===== src/rtl/frame_packer_pkg.sv =====
// Shared types and constants for the frame packer slice.
// FRAME_CHECKSUM_EN adds a per-frame XOR checksum field to FIFO entries.
package frame_packer_pkg;

    localparam int FRAME_CNT_W = 16;
    localparam int DEF_WIDTH   = 8;
    localparam int DEF_BEATS   = 4;
    localparam int DEF_DEPTH   = 2;

    typedef logic [DEF_BEATS-1:0][DEF_WIDTH-1:0] frame_t;

    typedef struct packed {
`ifdef FRAME_CHECKSUM_EN
        logic [DEF_WIDTH-1:0] checksum;
`endif
        frame_t               frame;
    } fifo_entry_t;

    typedef enum logic {
        ST_IDLE = 1'b0,
        ST_FILL = 1'b1
    } state_t;

endpackage


===== src/rtl/frame_fifo.sv =====
// DEPTH-entry in-order frame FIFO with combinational head output.
// Head reads as all zeros while empty.
module frame_fifo
    import frame_packer_pkg::*;
#(
    parameter int  DEPTH   = DEF_DEPTH,
    parameter type T_ENTRY = fifo_entry_t
) (
    input  logic   clk,
    input  logic   rst,
    input  logic   i_push,
    input  T_ENTRY i_wdata,
    input  logic   i_pop,
    output T_ENTRY o_rdata,
    output logic   o_full,
    output logic   o_empty
);

    localparam int PTR_W = $clog2(DEPTH);
    localparam int CNT_W = $clog2(DEPTH + 1);
    localparam logic [PTR_W-1:0] LAST_PTR = PTR_W'(DEPTH - 1);

    T_ENTRY             r_mem [DEPTH];
    logic [PTR_W-1:0]   r_wr_ptr;
    logic [PTR_W-1:0]   r_rd_ptr;
    logic [CNT_W-1:0]   r_count;
    logic               w_push;
    logic               w_pop;

    assign o_empty = (r_count == '0);
    assign o_full  = (r_count == CNT_W'(DEPTH));
    assign w_pop   = i_pop && !o_empty;
    // A full FIFO may still accept when the head leaves in the same cycle.
    assign w_push  = i_push && (!o_full || w_pop);
    assign o_rdata = o_empty ? '0 : r_mem[r_rd_ptr];

    function automatic logic [PTR_W-1:0] ptr_inc(input logic [PTR_W-1:0] ptr);
        return (ptr == LAST_PTR) ? '0 : ptr + PTR_W'(1);
    endfunction

    always_ff @(posedge clk or negedge rst) begin
        if (!rst) begin
            r_wr_ptr <= '0;
            r_rd_ptr <= '0;
            r_count  <= '0;
        end else begin
            if (w_push) r_wr_ptr <= ptr_inc(r_wr_ptr);
            if (w_pop)  r_rd_ptr <= ptr_inc(r_rd_ptr);
            case ({w_push, w_pop})
                2'b10:   r_count <= r_count + CNT_W'(1);
                2'b01:   r_count <= r_count - CNT_W'(1);
                default: r_count <= r_count;
            endcase
        end
    end

    // NOTE: storage is not reset; the empty flag masks stale entries on the head output.
    always_ff @(posedge clk) begin
        if (w_push) r_mem[r_wr_ptr] <= i_wdata;
    end

endmodule


===== src/rtl/frame_packer.sv =====
// Packs BEATS valid samples into one frame and queues frames behind a valid/ready port.
// Define FRAME_CHECKSUM_EN to add o_checksum (XOR of the head frame's samples).
module frame_packer
    import frame_packer_pkg::*;
#(
    parameter int WIDTH = DEF_WIDTH,
    parameter int BEATS = DEF_BEATS,
    parameter int DEPTH = DEF_DEPTH
) (
    input  logic                   clk,
    input  logic                   rst,
    input  logic [WIDTH-1:0]       i_data,
    input  logic                   i_valid,
    input  logic                   i_flush,
    output logic [WIDTH*BEATS-1:0] o_data,
    output logic                   o_valid,
    input  logic                   i_ready,
    output logic                   o_overflow,
`ifdef FRAME_CHECKSUM_EN
    output logic [WIDTH-1:0]       o_checksum,
`endif
    output logic [FRAME_CNT_W-1:0] o_frame_cnt
);

    localparam int IDX_W = $clog2(BEATS);
    localparam logic [IDX_W-1:0] LAST_IDX = IDX_W'(BEATS - 1);

    typedef logic [BEATS-1:0][WIDTH-1:0] frame_word_t;
    typedef struct packed {
`ifdef FRAME_CHECKSUM_EN
        logic [WIDTH-1:0] checksum;
`endif
        frame_word_t      frame;
    } entry_t;

    state_t                    r_state;
    state_t                    w_state_next;
    logic [IDX_W-1:0]          r_beat_idx;
    logic [BEATS-2:0][WIDTH-1:0] r_lanes;
    logic                      r_overflow;
    logic [FRAME_CNT_W-1:0]    r_frame_cnt;

    logic                      w_accept;
    logic                      w_last;
    logic                      w_idx_clr;
    logic                      w_pop;
    logic                      w_push_ok;
    logic                      w_full;
    logic                      w_empty;
    entry_t                    w_entry;
    entry_t                    w_head;

    assign w_accept = i_valid && !i_flush;

    always_ff @(posedge clk or negedge rst) begin
        if (!rst) r_state <= ST_IDLE;
        else      r_state <= w_state_next;
    end

    always_comb begin
        w_state_next = r_state;
        case (r_state)
            ST_IDLE: if (w_accept)            w_state_next = ST_FILL;
            ST_FILL: if (i_flush || w_last)   w_state_next = ST_IDLE;
            default:                          w_state_next = ST_IDLE;
        endcase
    end

    // Beat index is always 0 in IDLE, so the last beat can only arrive in FILL.
    always_comb begin
        w_last    = 1'b0;
        w_idx_clr = 1'b0;
        case (r_state)
            ST_IDLE: w_idx_clr = i_flush;
            ST_FILL: begin
                w_last    = w_accept && (r_beat_idx == LAST_IDX);
                w_idx_clr = i_flush || w_last;
            end
            default: w_idx_clr = 1'b1;
        endcase
    end

    // NOTE: sequential state uses <= so every register samples pre-edge values; comb blocks use =.
    always_ff @(posedge clk or negedge rst) begin
        if (!rst) begin
            r_beat_idx <= '0;
            r_lanes    <= '0;
        end else begin
            if (w_idx_clr)     r_beat_idx <= '0;
            else if (w_accept) r_beat_idx <= r_beat_idx + IDX_W'(1);
            for (int k = 0; k < BEATS - 1; k++) begin
                if (w_accept && (r_beat_idx == IDX_W'(k))) r_lanes[k] <= i_data;
            end
        end
    end

    always_comb begin
        w_entry = '0;
        for (int k = 0; k < BEATS - 1; k++) w_entry.frame[k] = r_lanes[k];
        w_entry.frame[BEATS-1] = i_data;
`ifdef FRAME_CHECKSUM_EN
        w_entry.checksum = i_data;
        for (int k = 0; k < BEATS - 1; k++) w_entry.checksum = w_entry.checksum ^ r_lanes[k];
`endif
    end

    assign w_pop     = !w_empty && i_ready;
    assign w_push_ok = !w_full || w_pop;

    always_ff @(posedge clk or negedge rst) begin
        if (!rst) begin
            r_overflow  <= 1'b0;
            r_frame_cnt <= '0;
        end else if (w_last) begin
            if (w_push_ok) r_frame_cnt <= r_frame_cnt + FRAME_CNT_W'(1);
            else           r_overflow  <= 1'b1;
        end
    end

    frame_fifo #(
        .DEPTH   (DEPTH),
        .T_ENTRY (entry_t)
    ) u_fifo (
        .clk     (clk),
        .rst     (rst),
        .i_push  (w_last && w_push_ok),
        .i_wdata (w_entry),
        .i_pop   (w_pop),
        .o_rdata (w_head),
        .o_full  (w_full),
        .o_empty (w_empty)
    );

    assign o_valid     = !w_empty;
    assign o_data      = w_head.frame;
    assign o_overflow  = r_overflow;
    assign o_frame_cnt = r_frame_cnt;
`ifdef FRAME_CHECKSUM_EN
    assign o_checksum  = w_head.checksum;
`endif

endmodule

===== config.mk =====
export PLATFORM = sky130hd
export DESIGN_NAME = frame_packer
export DESIGN_NICKNAME = d
export VERILOG_FILES = /design/src/rtl/frame_packer_pkg.sv /design/src/rtl/frame_fifo.sv /design/src/rtl/frame_packer.sv
export SDC_FILE = /design/constraint.sdc
export NUM_CORES = 1
export LEC_CHECK = 0
export CAP_MARGIN = 20
export CORE_MARGIN = 2
export CORE_UTILIZATION = 45
export CTS_CLUSTER_DIAMETER = 50
export CTS_CLUSTER_SIZE = 16
export DETAILED_ROUTE_END_ITERATION = 6
export PLACE_DENSITY = 0.67
export SKIP_LAST_GASP = 1
export SYNTH_ARGS = -nofsm -noshare
export SYNTH_HDL_FRONTEND = slang
export SYNTH_SLANG_ARGS = --single-unit

===== constraint.sdc =====
create_clock -name clk -period 8.6 [get_ports clk]
set_input_delay 1.29 -clock clk [delete_from_list [all_inputs] [get_ports clk]]
set_output_delay 1.29 -clock clk [all_outputs]
set_load 0.05 [all_outputs]

==> results.py, run 1 <==
metrics = {
    "worst_setup_path": {
        "ff2ff_setup_slack_ps": 6480,
        "crit_slowest_cell": "dfrtp_2",
        "path_class": "reg2out",
        "cp.required_ps": 7310,
        "worstRegToRegCells": 6,
        "critPathLaunch": "u_fifo.r_rd_ptr$_DFFE_PN0P_",
        "endpoint_kind": "primary output",
        "crit_chain": "mux2i_1 -> nor2_1 -> clkdlybuf4s50_1",
        "crit_arrival_ps": 2550,
        "reg2reg_to": "u_fifo.r_mem[0][23]$_DFFE_PP_",
        "cp_max_fo": 33,
        "crit_buf_inv": 1,
        "critPathTopFamily": "flip-flops",
        "start_kind": "flip-flop",
        "r2r-start": "r_beat_idx[0]$_DFFE_PN0P_",
        "slowest_delay_ps": 1010,
    },
    "global_routing": {
        "grt_usage_pct": 14.6,
        "antenna_found_initial": 0,
        "grt.overflow.total": 0,
        "grt_pass1_wl_mm": 11.5,
        "grt_start_max_net_pins": 49,
        "grt_pass1_vias": 2268,
    },
    "sta": {
        "final_max_slew_viol_count": 0,
        "rsz0062_at_grt": "no",
        "period_minus_slack_ps": 3840,
        "setup_viol": 0,
        "finalHoldViolCount": 0,
        "fin_crit_sh_pct": 44.7,
        "maxSlewHeadroom_pct": 35.6,
        "finClkSkew_ps": 9.36,
        "tightest_slew_ps": 966,
        "setup_slack_ps": 4760,
        "fmax_mhz": 260,
        "setup_tns_ps": 0,
    },
    "synthesis": {
        "synthXorXnorAreaFrac_pct": 3.97,
        "yosys-mux-area-fraction_pct": 13.4,
        "synth_simple_gate_area_share_pct": 8.56,
        "synth_edf_count": 64,
        "synth_top_area_cell": "edfxtp_1",
        "synth_top_family_by_area": "multiplexers",
        "synth_cell_types": 28,
        "synth_seq_area_share_pct": 70.8,
        "syn_area_sq_um": 4410,
        "synth_area_per_cell_sq_um": 15.3,
        "synth_commonest_cells": "edfxtp_1 (64), dfrtp_1 (48), nor2_1 (39)",
        "yosys_warnings": 0,
        "yosysMostFrequentCell": "edfxtp_1",
        "syn_inst": 288,
        "synthAdderAreaFrac_pct": 1.70,
        "dominantRegCellSynth": "edfxtp_1",
        "yosys.area.top_type_share_pct": 43.6,
        "synth_compound_area_share_pct": 0.567,
        "ys_ff_latch": 112,
        "synth_area_leaders": "edfxtp_1 (44%), dfrtp_1 (27%), mux2i_1 (7.3%)",
        "syn_nets": 307,
        "async_flop_share_pct": 42.9,
    },
    "cts": {
        "cts_tree": "yes",
        "post-cts-setup-buffers": 0,
        "clk_pin_slew_ps": 100,
        "htree_num_levels": 3,
        "clock-sinks": 112,
        "cts_repair_resize_count": 0,
        "clockBufferDepth": 2,
        "clkLatencyLatePin_ps": 360,
        "cts-buffers-inserted": 9,
        "ctsHoldBuffers": 0,
        "cts_root_buf": "clkbuf_8",
    },
    "outcome": {
        "status": "completed",
    },
    "worst_hold_path": {
        "hold_path_end": "u_fifo.r_mem[1][3]$_DFFE_PP_",
        "hp-start": "r_lanes[3]$_DFFE_PN0P_",
        "hold_path.class": "reg2reg",
        "whs_path_depth": 0,
    },
    "cells_and_area": {
        "final_nets": 377,
        "fin_cells": 496,
        "antenna_cells": 0,
        "drive_gt1_share_pct": 13.8,
        "syn_to_final_growth_pct": 22.2,
    },
    "routing": {
        "dr.pass1.iters": 4,
        "drt-wirelength-per-cell_um": 14.9,
        "drt_wl_total_mm": 7.37,
        "vias_per_cell": 4.79,
        "num_vias": 2374,
        "final_antenna_net_count": 0,
        "drc": 0,
        "drt_iter0_markers": 65,
    },
    "die": {
        "start_util_pct": 45.8,
        "die_w_um": 103,
        "io_pins": 63,
        "num_rows": 36,
        "dieHeight_um": 103,
        "core_area_sq_um": 9640,
        "dieArea_sq_um": 10600,
    },
    "place": {
        "place.gp.congestion": 0.735,
        "dp_hpwl_mm": 4.74,
        "dp_slack_ps": 5130,
        "io_buffers": 62,
        "dp_cells": 480,
    },
    "run": {
        "drv_cap": 0,
    },
    "power": {
        "p_per_area_nw_per_um2": 294,
        "ir_drop_uv": 149,
        "power.leakage_nw": 2.14,
    },
}
## layout by cell type, fill, tap and decap left out, drive strengths merged, types with 8 or more instances in the layout
cell	n
nand3	8
xnor2	13
edfxtp	64
clkdlybuf4s50	61
clkbuf	9
nand2	12
dfrtp	48
mux2i	32
nor2	41
mux2	24
## kinds of logic (layout without fill, tap and decap cells)
family,after synthesis,in the layout
AO/OA/AOI/OAI,4,4
buffers and inverters,11,86
adder cells (fa/ha/maj),6,6
AND/OR/NAND/NOR,79,79
multiplexers,56,56
flip-flops,112,112
XOR/XNOR,20,20
## worst register-to-register path: cells and delay by family (launching register included)
family | cells | cell delay (ps)
buffers and inverters | 2 | 540
AND/OR/NAND/NOR | 3 | 550
flip-flops | 1 | 410
adder cells (fa/ha/maj) | 1 | 260
## per-stage QoR
| stage | area [sq um] | hold slack, ps | total power, mW | util [%] |
|---|---|---|---|---|
| after floorplan | 4410 | 437 | 1.10 | - |
| after CTS | 5390 | 469 | 1.60 | 55.9 |
| after global routing | 5390 | 485 | 1.65 | 55.9 |
| after global placement | 5200 | 441 | 1.29 | 53.9 |
| after detailed placement | 5200 | 451 | 1.30 | 53.9 |
| final | 5390 | 468 | 1.58 | 55.9 |
## report_power, final
part | switching, mW | internal (mW) | leakage (nW) | total, mW
Combinational | 0.365 | 0.220 | 0.845 | 0.584
Sequential | 0.0690 | 0.625 | 1.19 | 0.694
Clock | 0.170 | 0.135 | 0.0971 | 0.305
Total | 0.603 | 0.980 | 2.14 | 1.58
## layer usage
layer	part of all wire, %	global-route usage, %	wire length [um]	vias to the layer above
li1	-	-	-	1165
met1	46	19.6	3410	1149
met2	49	23.2	3580	52
met3	4.1	3.93	303	8
met4	1.2	5.16	85	0
met5	0	0	0	-
## sequential cells by signal, summed over array words and instances, names as in the netlist
register and count:
u_fifo.r_wr_ptr 1, o_overflow 1, u_fifo.r_rd_ptr 1, r_state 1, r_beat_idx 2, o_frame_cnt 16
u_fifo.r_mem 64, r_lanes 24, u_fifo.r_count 2
## final cells by class
| type | instances | area, sq um |
|---|---|---|
| Fill cell | 812 | 4250 |
| Sequential cell | 112 | 3120 |
| Multi-Input combinational cell | 165 | 1250 |
| Timing Repair Buffer | 66 | 646 |
| Tap cell | 133 | 166 |
| Clock buffer | 9 | 124 |
| Clock inverter | 7 | 67.6 |
| Inverter | 4 | 15.0 |
## how the worst max path moves through the flow
stage / endpoint / slack, ps / depth (start not counted)
6_report: o_data[5] / 4760 / 3
4_1_cts: o_data[8] / 4720 / 3
2_1_floorplan: u_fifo.r_mem[0][0]$_DFFE_PP_ / 4970 / 4
3_3_place_gp: o_data[8] / 5130 / 3
3_5_place_dp: o_data[8] / 5130 / 3
5_1_grt: o_data[16] / 4590 / 3
Power figures use the tool's default switching activity.
==> run 2: changes to the inputs <==
--- a/config.mk
+++ b/config.mk
@@ -11,7 +11,7 @@
 export CTS_CLUSTER_DIAMETER = 50
 export CTS_CLUSTER_SIZE = 16
 export DETAILED_ROUTE_END_ITERATION = 6
-export PLACE_DENSITY = 0.67
+export PLACE_DENSITY = 0.7
 export SKIP_LAST_GASP = 1
 export SYNTH_ARGS = -nofsm -noshare
 export SYNTH_HDL_FRONTEND = slang
==> constraint.sdc (replaced) <==
create_clock -name clk -period 3.3 [get_ports clk]
set_input_delay 0.495 -clock clk [delete_from_list [all_inputs] [get_ports clk]]
set_output_delay 0.495 -clock clk [all_outputs]
set_load 0.05 [all_outputs]
==> results.py, run 2 (synthesis results as in run 1) <==
metrics = {
    "power": {
        "power.leakage_nw": 2.15,
        "ir_drop_uv": 290,
        "p_per_area_nw_per_um2": 761,
    },
    "cts": {
        "clock-sinks": 112,
        "htree_num_levels": 3,
        "cts-buffers-inserted": 9,
        "clk_pin_slew_ps": 100,
        "clockBufferDepth": 2,
        "cts_tree": "yes",
        "post-cts-setup-buffers": 0,
        "clkLatencyLatePin_ps": 360,
        "cts_root_buf": "clkbuf_8",
        "cts_repair_resize_count": 0,
        "ctsHoldBuffers": 0,
    },
    "sta": {
        "rsz0062_at_grt": "no",
        "finalHoldViolCount": 0,
        "period_minus_slack_ps": 2860,
        "finClkSkew_ps": 7.72,
        "tightest_slew_ps": 765,
        "setup_tns_ps": 0,
        "setup_viol": 0,
        "fin_crit_sh_pct": 86.6,
        "final_max_slew_viol_count": 0,
        "fmax_mhz": 350,
        "maxSlewHeadroom_pct": 49.0,
    },
    "routing": {
        "final_antenna_net_count": 0,
        "dr.pass1.iters": 4,
        "vias_per_cell": 4.87,
        "drt_wl_total_mm": 7.50,
        "drt-wirelength-per-cell_um": 15.1,
        "num_vias": 2419,
        "wl_met3_um": 278,
        "drt_iter0_markers": 35,
        "met1_length_mm": 3.43,
        "drc": 0,
        "wl_met2_mm": 3.68,
        "highest_layer": "met4",
    },
    "global_routing": {
        "grt_usage_pct": 15.5,
        "antenna_found_initial": 0,
        "grt_pass1_wl_mm": 12.4,
        "grt_pass1_vias": 2518,
        "grt_start_max_net_pins": 34,
        "grt.overflow.total": 0,
    },
    "worst_setup_path": {
        "cp.required_ps": 2800,
        "endpoint_kind": "primary output",
        "critPathLaunch": "u_fifo.r_rd_ptr$_DFFE_PN0P_",
        "crit_chain": "buf_12 -> mux2i_1 -> nor2_1 -> clkdlybuf4s50_1",
        "cp_max_fo": 19,
        "slowest_delay_ps": 710,
        "start_kind": "flip-flop",
        "crit_arrival_ps": 2360,
        "crit_buf_inv": 2,
        "critPathTopFamily": "buffers and inverters",
        "crit_slowest_cell": "clkdlybuf4s50_1",
        "r2r-start": "r_beat_idx[0]$_DFFE_PN0P_",
        "path_class": "reg2out",
    },
    "place": {
        "dp_hpwl_mm": 5.08,
        "io_buffers": 62,
        "place.gp.congestion": 0.802,
        "place_area_sq_um": 5230,
    },
    "cells_and_area": {
        "drive_gt1_share_pct": 14.6,
        "regMostFlops": "u_fifo.r_mem",
        "fill_cells": 794,
        "antenna_cells": 0,
        "final_area_sq_um": 5410,
        "final_nets": 378,
        "mostFrequentLayoutCells": "edfxtp_1 (64), clkdlybuf4s50_1 (61), dfrtp_1 (47), nor2_1 (37), mux2i_1 (32)",
        "mostFrequentLayoutCell": "edfxtp_1",
        "final_core_util_pct": 56.2,
        "largest_reg_flops": 64,
        "syn_to_final_growth_pct": 22.7,
    },
    "die": {
        "io_pins": 63,
        "dieArea_sq_um": 10600,
        "num_rows": 36,
        "core_area_sq_um": 9640,
        "die_w_um": 103,
        "start_util_pct": 45.8,
        "dieHeight_um": 103,
    },
    "worst_hold_path": {
        "hold_path.class": "in2async",
    },
    "run": {
        "drv_cap": 0,
    },
    "outcome": {
        "status": "completed",
    },
}
-- run 2: per-layer routing --
| layer | up-vias | global-route usage, % |
|---|---|---|
| li1 | 1173 | - |
| met5 | - | 0 |
| met2 | 59 | 25.7 |
| met4 | 0 | 5.67 |
| met3 | 9 | 2.64 |
| met1 | 1178 | 20.9 |
-- run 2: final cells by class --
cell class | instances | area [sq um] | area share, %
Clock inverter | 5 | 40.0 | 0.740
Timing Repair Buffer | 67 | 678 | 12.5
Inverter | 4 | 15.0 | 0.277
Sequential cell | 112 | 3120 | 57.7
Clock buffer | 11 | 141 | 2.61
Multi-Input combinational cell | 165 | 1250 | 23.1
Tap cell | 133 | 166 | 3.07
-- run 2: report_power, final --
group | total, mW | switching (mW) | internal, mW
Combinational | 1.62 | 1.02 | 0.605
Clock | 0.736 | 0.433 | 0.303
Sequential | 1.76 | 0.129 | 1.63
-- run 2: path summary, 6_finish.rpt --
path	end	slack, ps	cells past startpoint
max	o_data[8]	440	4
min	o_frame_cnt[13]$_DFFE_PN0P_	200	1
max reg2reg	u_fifo.r_mem[0][23]$_DFFE_PP_	1160	6
min reg2reg	u_fifo.r_mem[0][7]$_DFFE_PP_	470	0
max in group asynchronous	r_state$_DFF_PN0_	2390	2
min in group clk	u_fifo.r_mem[0][7]$_DFFE_PP_	470	0
-- run 2: stage by stage --
step / std cells / hold WS, ps / power (mW) / setup slack (ps)
floorplan: 288 / 199 / 2.88 / 418
global placement: 481 / 443 / 3.40 / 748
detailed placement: 481 / 448 / 3.44 / 666
CTS: 497 / 214 / 4.16 / 403
global route: 497 / 255 / 4.31 / 363
finish: 497 / 199 / 4.12 / 441
